===== src/rtl/serial_adder_pkg.sv =====
// ============================================================================
// Module  : serial_adder_pkg
// Brief   : Shared FSM state type and sizing constants for serial_adder.
// Revision: 1.0
// ============================================================================
`default_nettype none

package serial_adder_pkg;

    localparam int c_default_width = 8;

    typedef enum logic [1:0] {
        IDLE = 2'd0,
        RUN  = 2'd1,
        DONE = 2'd2
    } state_t;

    // Counter must reach WIDTH without wrapping.
    function automatic int cnt_width(input int width);
        return $clog2(width + 1);
    endfunction

endpackage

`default_nettype wire


===== src/rtl/full_adder.sv =====
// ============================================================================
// Module  : full_adder
// Brief   : One-bit full-adder cell shared by every serial add step.
// Revision: 1.0
// ============================================================================
`default_nettype none

module full_adder (
    input  logic a,
    input  logic b,
    input  logic cin,
    output logic s,
    output logic cout
);

    assign s    = a ^ b ^ cin;
    assign cout = (a & b) | (a & cin) | (b & cin);

endmodule

`default_nettype wire


===== src/rtl/serial_adder.sv =====
// ============================================================================
// Module  : serial_adder
// Brief   : Bit-serial adder, LSB first, one bit per clock; WIDTH+2 cycle issue.
// Revision: 1.0
// ============================================================================
`default_nettype none

module serial_adder
    import serial_adder_pkg::*;
#(
    parameter int WIDTH = c_default_width
) (
    input  logic             clk,
    input  logic             rst_n,
    input  logic             start,
    input  logic [WIDTH-1:0] A,
    input  logic [WIDTH-1:0] B,
    input  logic             Cin,
    output logic [WIDTH-1:0] Sum,
    output logic             Cout,
    output logic             busy,
    output logic             done
);

    localparam int                 c_cnt_w    = cnt_width(WIDTH);
    localparam logic [c_cnt_w-1:0] c_cnt_last = c_cnt_w'(WIDTH - 1);
    localparam logic [c_cnt_w-1:0] c_cnt_one  = c_cnt_w'(1);

    state_t             r_state;
    logic [WIDTH-1:0]   r_a;
    logic [WIDTH-1:0]   r_b;
    logic               r_carry;
    logic [c_cnt_w-1:0] r_cnt;
    logic               w_s;
    logic               w_cout;

    full_adder u_fa (
        .a    (r_a[0]),
        .b    (r_b[0]),
        .cin  (r_carry),
        .s    (w_s),
        .cout (w_cout)
    );

    always_ff @(posedge clk or negedge rst_n) begin
        if (!rst_n) begin
            r_state <= IDLE;
            r_a     <= '0;
            r_b     <= '0;
            r_carry <= 1'b0;
            r_cnt   <= '0;
            Sum     <= '0;
            Cout    <= 1'b0;
            busy    <= 1'b0;
            done    <= 1'b0;
        end else begin
            case (r_state)
                IDLE: begin
                    if (start) begin
                        r_state <= RUN;
                        r_a     <= A;
                        r_b     <= B;
                        r_carry <= Cin;
                        r_cnt   <= '0;
                        Sum     <= '0;
                        Cout    <= 1'b0;
                        busy    <= 1'b1;
                    end
                end
                RUN: begin
                    // Sum fills from the MSB end so bit order is intact after WIDTH steps.
                    r_a     <= r_a >> 1;
                    r_b     <= r_b >> 1;
                    r_carry <= w_cout;
                    Sum     <= {w_s, Sum[WIDTH-1:1]};
                    r_cnt   <= r_cnt + c_cnt_one;
                    if (r_cnt == c_cnt_last) begin
                        r_state <= DONE;
                        Cout    <= w_cout;
                        done    <= 1'b1;
                    end
                end
                DONE: begin
                    r_state <= IDLE;
                    busy    <= 1'b0;
                    done    <= 1'b0;
                end
                default: begin
                    r_state <= IDLE;
                    busy    <= 1'b0;
                    done    <= 1'b0;
                end
            endcase
        end
    end

endmodule

`default_nettype wire


===== config.mk =====
export PLATFORM = sky130hd
export DESIGN_NAME = serial_adder
export DESIGN_NICKNAME = d
export VERILOG_FILES = /design/src/rtl/serial_adder_pkg.sv /design/src/rtl/full_adder.sv /design/src/rtl/serial_adder.sv
export SDC_FILE = /design/constraint.sdc
export NUM_CORES = 1
export LEC_CHECK = 0
export ABC_AREA = 1
export CORE_MARGIN = 2
export CORE_UTILIZATION = 30
export CTS_CLUSTER_SIZE = 30
export DETAILED_ROUTE_END_ITERATION = 10
export PLACE_DENSITY = 0.55
export SYNTH_ARGS = -nofsm -noshare
export SYNTH_HDL_FRONTEND = slang
export SYNTH_SLANG_ARGS = --single-unit

===== constraint.sdc =====
create_clock -name clk -period 2.82 [get_ports clk]
set_input_delay 0.705 -clock clk [delete_from_list [all_inputs] [get_ports clk]]
set_output_delay 0.705 -clock clk [all_outputs]
set_load 0.01 [all_outputs]

* Yosys cells after proc, flatten, opt, wreduce, memory -nomap -nowiden
Cells that the tools add are included.
** Storage, ports and cells
- ROM bits :: 0
- Bits in writable memories :: 0
- Bits in latches :: 0
- Flip-flop bits (word level) :: 34
- Memories :: 0
- Logic and storage cells :: 50
** Cells by class
- Equal/unequal tests :: 4
- Shift-type cells :: 0
- Div/mod/pow operators :: 0
- Add/sub/neg operators :: 1
- Reduce and logical (&&, ||, !) cells :: 7
- Multiplexer cells :: 20
- Bitwise logic cells :: 9
- $mul :: 0
- Order comparisons :: 0
** Operator list (count)
- $pmux W8 S2 :: 3
- $mux W8 :: 3
- $pmux W1 S2 :: 4
- $pmux W4 S2 :: 1
- $reduce_and A2 Y1 :: 4
- $mux W1 :: 5
- $add A4 B1 Y4 const B :: 1
- $eq A4 B3 Y1 const B :: 1
- $mux W2 :: 2
- $mux W4 :: 1
- $ne A2 B2 Y1 const B :: 2
- $pmux W2 S2 :: 1
- $and A1 B1 Y1 :: 3
- $reduce_and A3 Y1 :: 1
- $eq A2 B1 Y1 const B :: 1
- $logic_not A2 Y1 :: 1
- $not A1 Y1 :: 2
- $or A1 B1 Y1 :: 2
- $reduce_bool A2 Y1 :: 1
- $xor A1 B1 Y1 :: 2

* Logic depth before layout (Yosys ltp)
- Word-level depth :: 5
- Gate-level depth with buffers :: 6
- Mapped depth without buffers :: 6

* Cells and area by module
A second synthesis with hierarchy kept.
** Second synthesis, totals
- Cells, all modules :: 168
- Area, all modules :: 1515.2 sq um
** By module, submodules not included
- serial_adder :: seq. area each 850.8 sq um, instances 1, cells each 167, area an instance 1495.2 sq um
- full_adder :: seq. area each 0.0 sq um, instances 1, cells each 1, area an instance 20.0 sq um

* Worst setup path before layout
No wires, ideal clock.
- Kind :: input-to-reg
- Start point :: in start
- End point :: reg r_b[3]
- Required time :: 2.754 ns
- Path buffers :: 1
- Stages :: 5
- Arrival :: 1.205 ns
- Slack :: 1.549 ns
- Library setup time :: 0.066 ns
- Cells stage by stage :: nand2_2 -> nor2_4 -> buf_4 -> nand2_1 -> nand3_2
** On the way
- Cells in the longest elaborated chain, start to end :: 2
** Ends and longest elaborated chain
- start, declared :: RTL line serial_adder.sv:15 : input logic start,
- $ne A2 B2 Y1 (no source line)
- $reduce_and A2 Y1 (no source line)
- end signal, assigned :: RTL line serial_adder.sv:73 : r_b <= r_b >> 1;
- end, declared :: RTL line serial_adder.sv:31 : logic [WIDTH-1:0] r_b;
Every way passes these cells.
A chain may end at the register's enable or synchronous reset.

* Worst setup path in the final report
- Start point :: in start
- End point :: reg r_state[0]
** On the way
- Cells in the longest elaborated chain, start to end :: 2
** Ends and longest elaborated chain
- $ne A2 B2 Y1 (no source line)
- $reduce_and A2 Y1 (no source line)
- end signal, assigned :: RTL line serial_adder.sv:47 : r_state <= IDLE;
- end signal, assigned :: RTL line serial_adder.sv:60 : r_state <= RUN;
- end signal, assigned :: RTL line serial_adder.sv:78 : r_state <= DONE;
- end, declared :: RTL line serial_adder.sv:29 : state_t r_state;
Every way passes these cells.

==> results.toml <==
[cts]
tritoncts = "yes"
clk_pin_slew_ns = 0.07
postCtsSetupBuffers = 0
holdBufCountCts = 0
cts_buffer_depth = 2
cts_inserted_buffers = 5
cts.sinks = 34
cts-resized-gates = 0
clk_latency_ns = 0.28
root_buffer = "clkbuf_8"
htree_levels = 2

[synthesis]
synth.avg_cell_area_um2 = 9.161
ys_seq_area_share_pct = 55.28
syn_nets = 190
ys_types = 24
synth_area_mm2 = 0.001539
ys_warn_count = 0
synthCells = 168
synthMuxAreaShare_pct = 0
synth-adder-area-share_pct = 2.114
yosys.area_share.simple_pct = 28.37
synth_compound_area_share_pct = 5.366
synth_xor_area_share_pct = 0
synth_top_family_by_area = "simple AND/OR/NAND/NOR gates"
synth-seq-cells = 34

[die]
dieArea_mm2 = 0.005719
die_x_um = 75.63
core-area_mm2 = 0.005042
num_rows = 26
io_pins = 31
start_util_pct = 30.52
die_h_um = 75.63

[placed_design]
portBuffers = 30
postPlaceCellArea_mm2 = 0.001863
dp_hpwl_um = 1926
gp_congestion = 0.7019

[final_layout]
drive_above_1_share_pct = 8.543
fin_util_pct = 39.18
design_area_mm2 = 0.001976
area_growth_pct = 28.37
n_antenna_cell = 0
fin_nets = 221

[setup_path]
cp-start-kind = "primary input"
path_max_fanout = 23
cpMaxStageDelayCell = "clkdlybuf4s50_1"
crit_chain = "clkdlybuf4s50_1 -> nand2_2 -> nor2_4 -> inv_1 -> o21ai_2"
required_ns = 3.03
arrival_ns = 2.10
crit_type = "in2reg"
cp_slowest_stage_delay_ns = 0.47
endpoint_kind = "flop"

[timing]
tns_ns = 0
period_needed_ns = 1.897
drv_slew = 0
setup_viol = 0
fmax_mhz = 527.1
post-route-period-util_pct = 67.28
relSlewSlack_pct = 66.93
rsz0062_at_grt = "no"
clock_skew_ns = 0.009429
hold_violations = 0
worstMarginPinSlew_ns = 0.4943

[routing]
routedWlPerCell_um = 11.35
drcViolationCount = 0
drtIter0Drc = 72
ant_nets = 0
firstDrtPassIters = 4
viasPerCell = 4.435
via_count = 1193
drt_wl_total_um = 3052

[pwr]
powerDensity_mw_per_mm2 = 1028
ir_drop_uv = 277.5
p_leak_nw = 0.9138

[global_routing]
grt_max_degree = 37
grt_pass1_vias = 1172
antenna_found_initial = 0
grt_pass1_wl_um = 5264
track_usage_pct = 12.36
grt-ovfl-total = 0

[outcome]
status = "finished clean"

[run]
max_cap_violations = 0

[min_path]
hold_path_class = "reg2reg"
==> synthesized netlist by cell type <==
cell / count / area share (%)
buf_4: 1 / 0.49
nand3_2: 2 / 1.3
buf_8: 1 / 0.98
a21oi_1: 2 / 0.65
nor2_1: 4 / 0.98
nand2_1: 48 / 12
inv_2: 1 / 0.24
clkbuf_8: 2 / 1.8
dfrtp_1: 34 / 55
nand4_1: 1 / 0.41
nand3_1: 36 / 12
inv_6: 1 / 0.57
fa_1: 1 / 1.3
nand2_2: 2 / 0.81
o21ai_2: 1 / 0.57
nand2_4: 1 / 0.73
ha_1: 1 / 0.81
o21ai_1: 2 / 0.65
inv_1: 14 / 3.4
buf_6: 1 / 0.73
nor2_4: 1 / 0.73
o21ai_0: 2 / 0.65
o22ai_1: 7 / 2.8
buf_2: 2 / 0.65
==> cells by family after synthesis <==
kind of cell             count (synthesis)
AO/OA/AOI/OAI                           14
adder cells (fa/ha/maj)                  2
buffers and inverters                   23
flip-flops                              34
AND/OR/NAND/NOR                         95
==> power breakdown <==
part | internal [mW] | leakage (nW) | switching (mW)
Combinational | 0.333 | 0.419 | 0.424
Sequential | 0.692 | 0.437 | 0.129
Clock | 0.283 | 0.0573 | 0.171
==> cell usage in the layout, fill, tap and decap left out <==
master           count
inv_6                1
nand4_1              1
inv_2                1
a21oi_1              2
o21ai_0              2
nand3_1             36
dfrtp_1             34
nor2_1               4
nand2_1             48
clkbuf_8             6
buf_4                1
inv_1               14
o21ai_1              2
nand2_2              2
bufinv_16            1
clkdlybuf4s50_1     30
nor2_4               1
ha_1                 1
nand3_2              2
fa_1                 1
o21ai_2              1
o22ai_1              7
nand2_4              1
==> sequential cells by signal, summed over array words and instances, names as in the netlist <==
| name | flops |
|---|---|
| r_b | 8 |
| Sum | 8 |
| r_state | 2 |
| Cout | 1 |
| busy | 1 |
| r_carry | 1 |
| done | 1 |
| r_cnt | 4 |
| r_a | 8 |
==> worst max-delay path: cells and delay by family <==
kind | cells | cell delay (ns)
simple gates | 2 | 0.73
buf+inv | 2 | 0.59
compound gates | 1 | 0.07
==> final cells by class <==
class	count	area, um2
Clock buffer	6	82.58
Clock inverter	1	30.03
Fill cell	536	3067
Inverter	16	65.06
Multi-Input combinational cell	111	551.8
Sequential cell	34	850.8
Tap cell	70	87.58
Timing Repair Buffer	31	307.8
==> per-stage QoR <==
step           hold slack (ns)  worst slack, ns  std cells  power [mW]
2_1_floorplan           0.4094            1.549        168       1.389
3_3_place_gp            0.4253           0.5771        262       1.591
3_5_place_dp            0.4329           0.5962        262       1.602
4_1_cts                 0.4424           0.8763        269       2.068
5_1_grt                 0.4997           0.7739        269       2.211
6_report                0.4440           0.9227        269       2.031
==> final timing paths <==
| kind | from | to | slack [ns] | cells after the start |
|---|---|---|---|---|
| worst max-delay path | start | r_state[0] | 0.92 | 5 |
| worst min-delay path | r_state[1] | done | 0.44 | 1 |
| worst max register to register | r_state[1] | r_state[0] | 1.34 | 5 |
| worst min register to register | r_state[1] | done | 0.44 | 1 |
| max in group asynchronous | rst_n | busy | 1.67 | 2 |
| min in group asynchronous | rst_n | r_a[2] | 0.83 | 2 |
==> routing by layer <==
metal / GRT usage (%) / part of all wire (%)
met1: 15.64 / 47
met2: 19.52 / 47
met3: 3.968 / 4.7
met4: 5.263 / 1.7
met5: 0 / 0
Power figures use the tool's default switching activity.
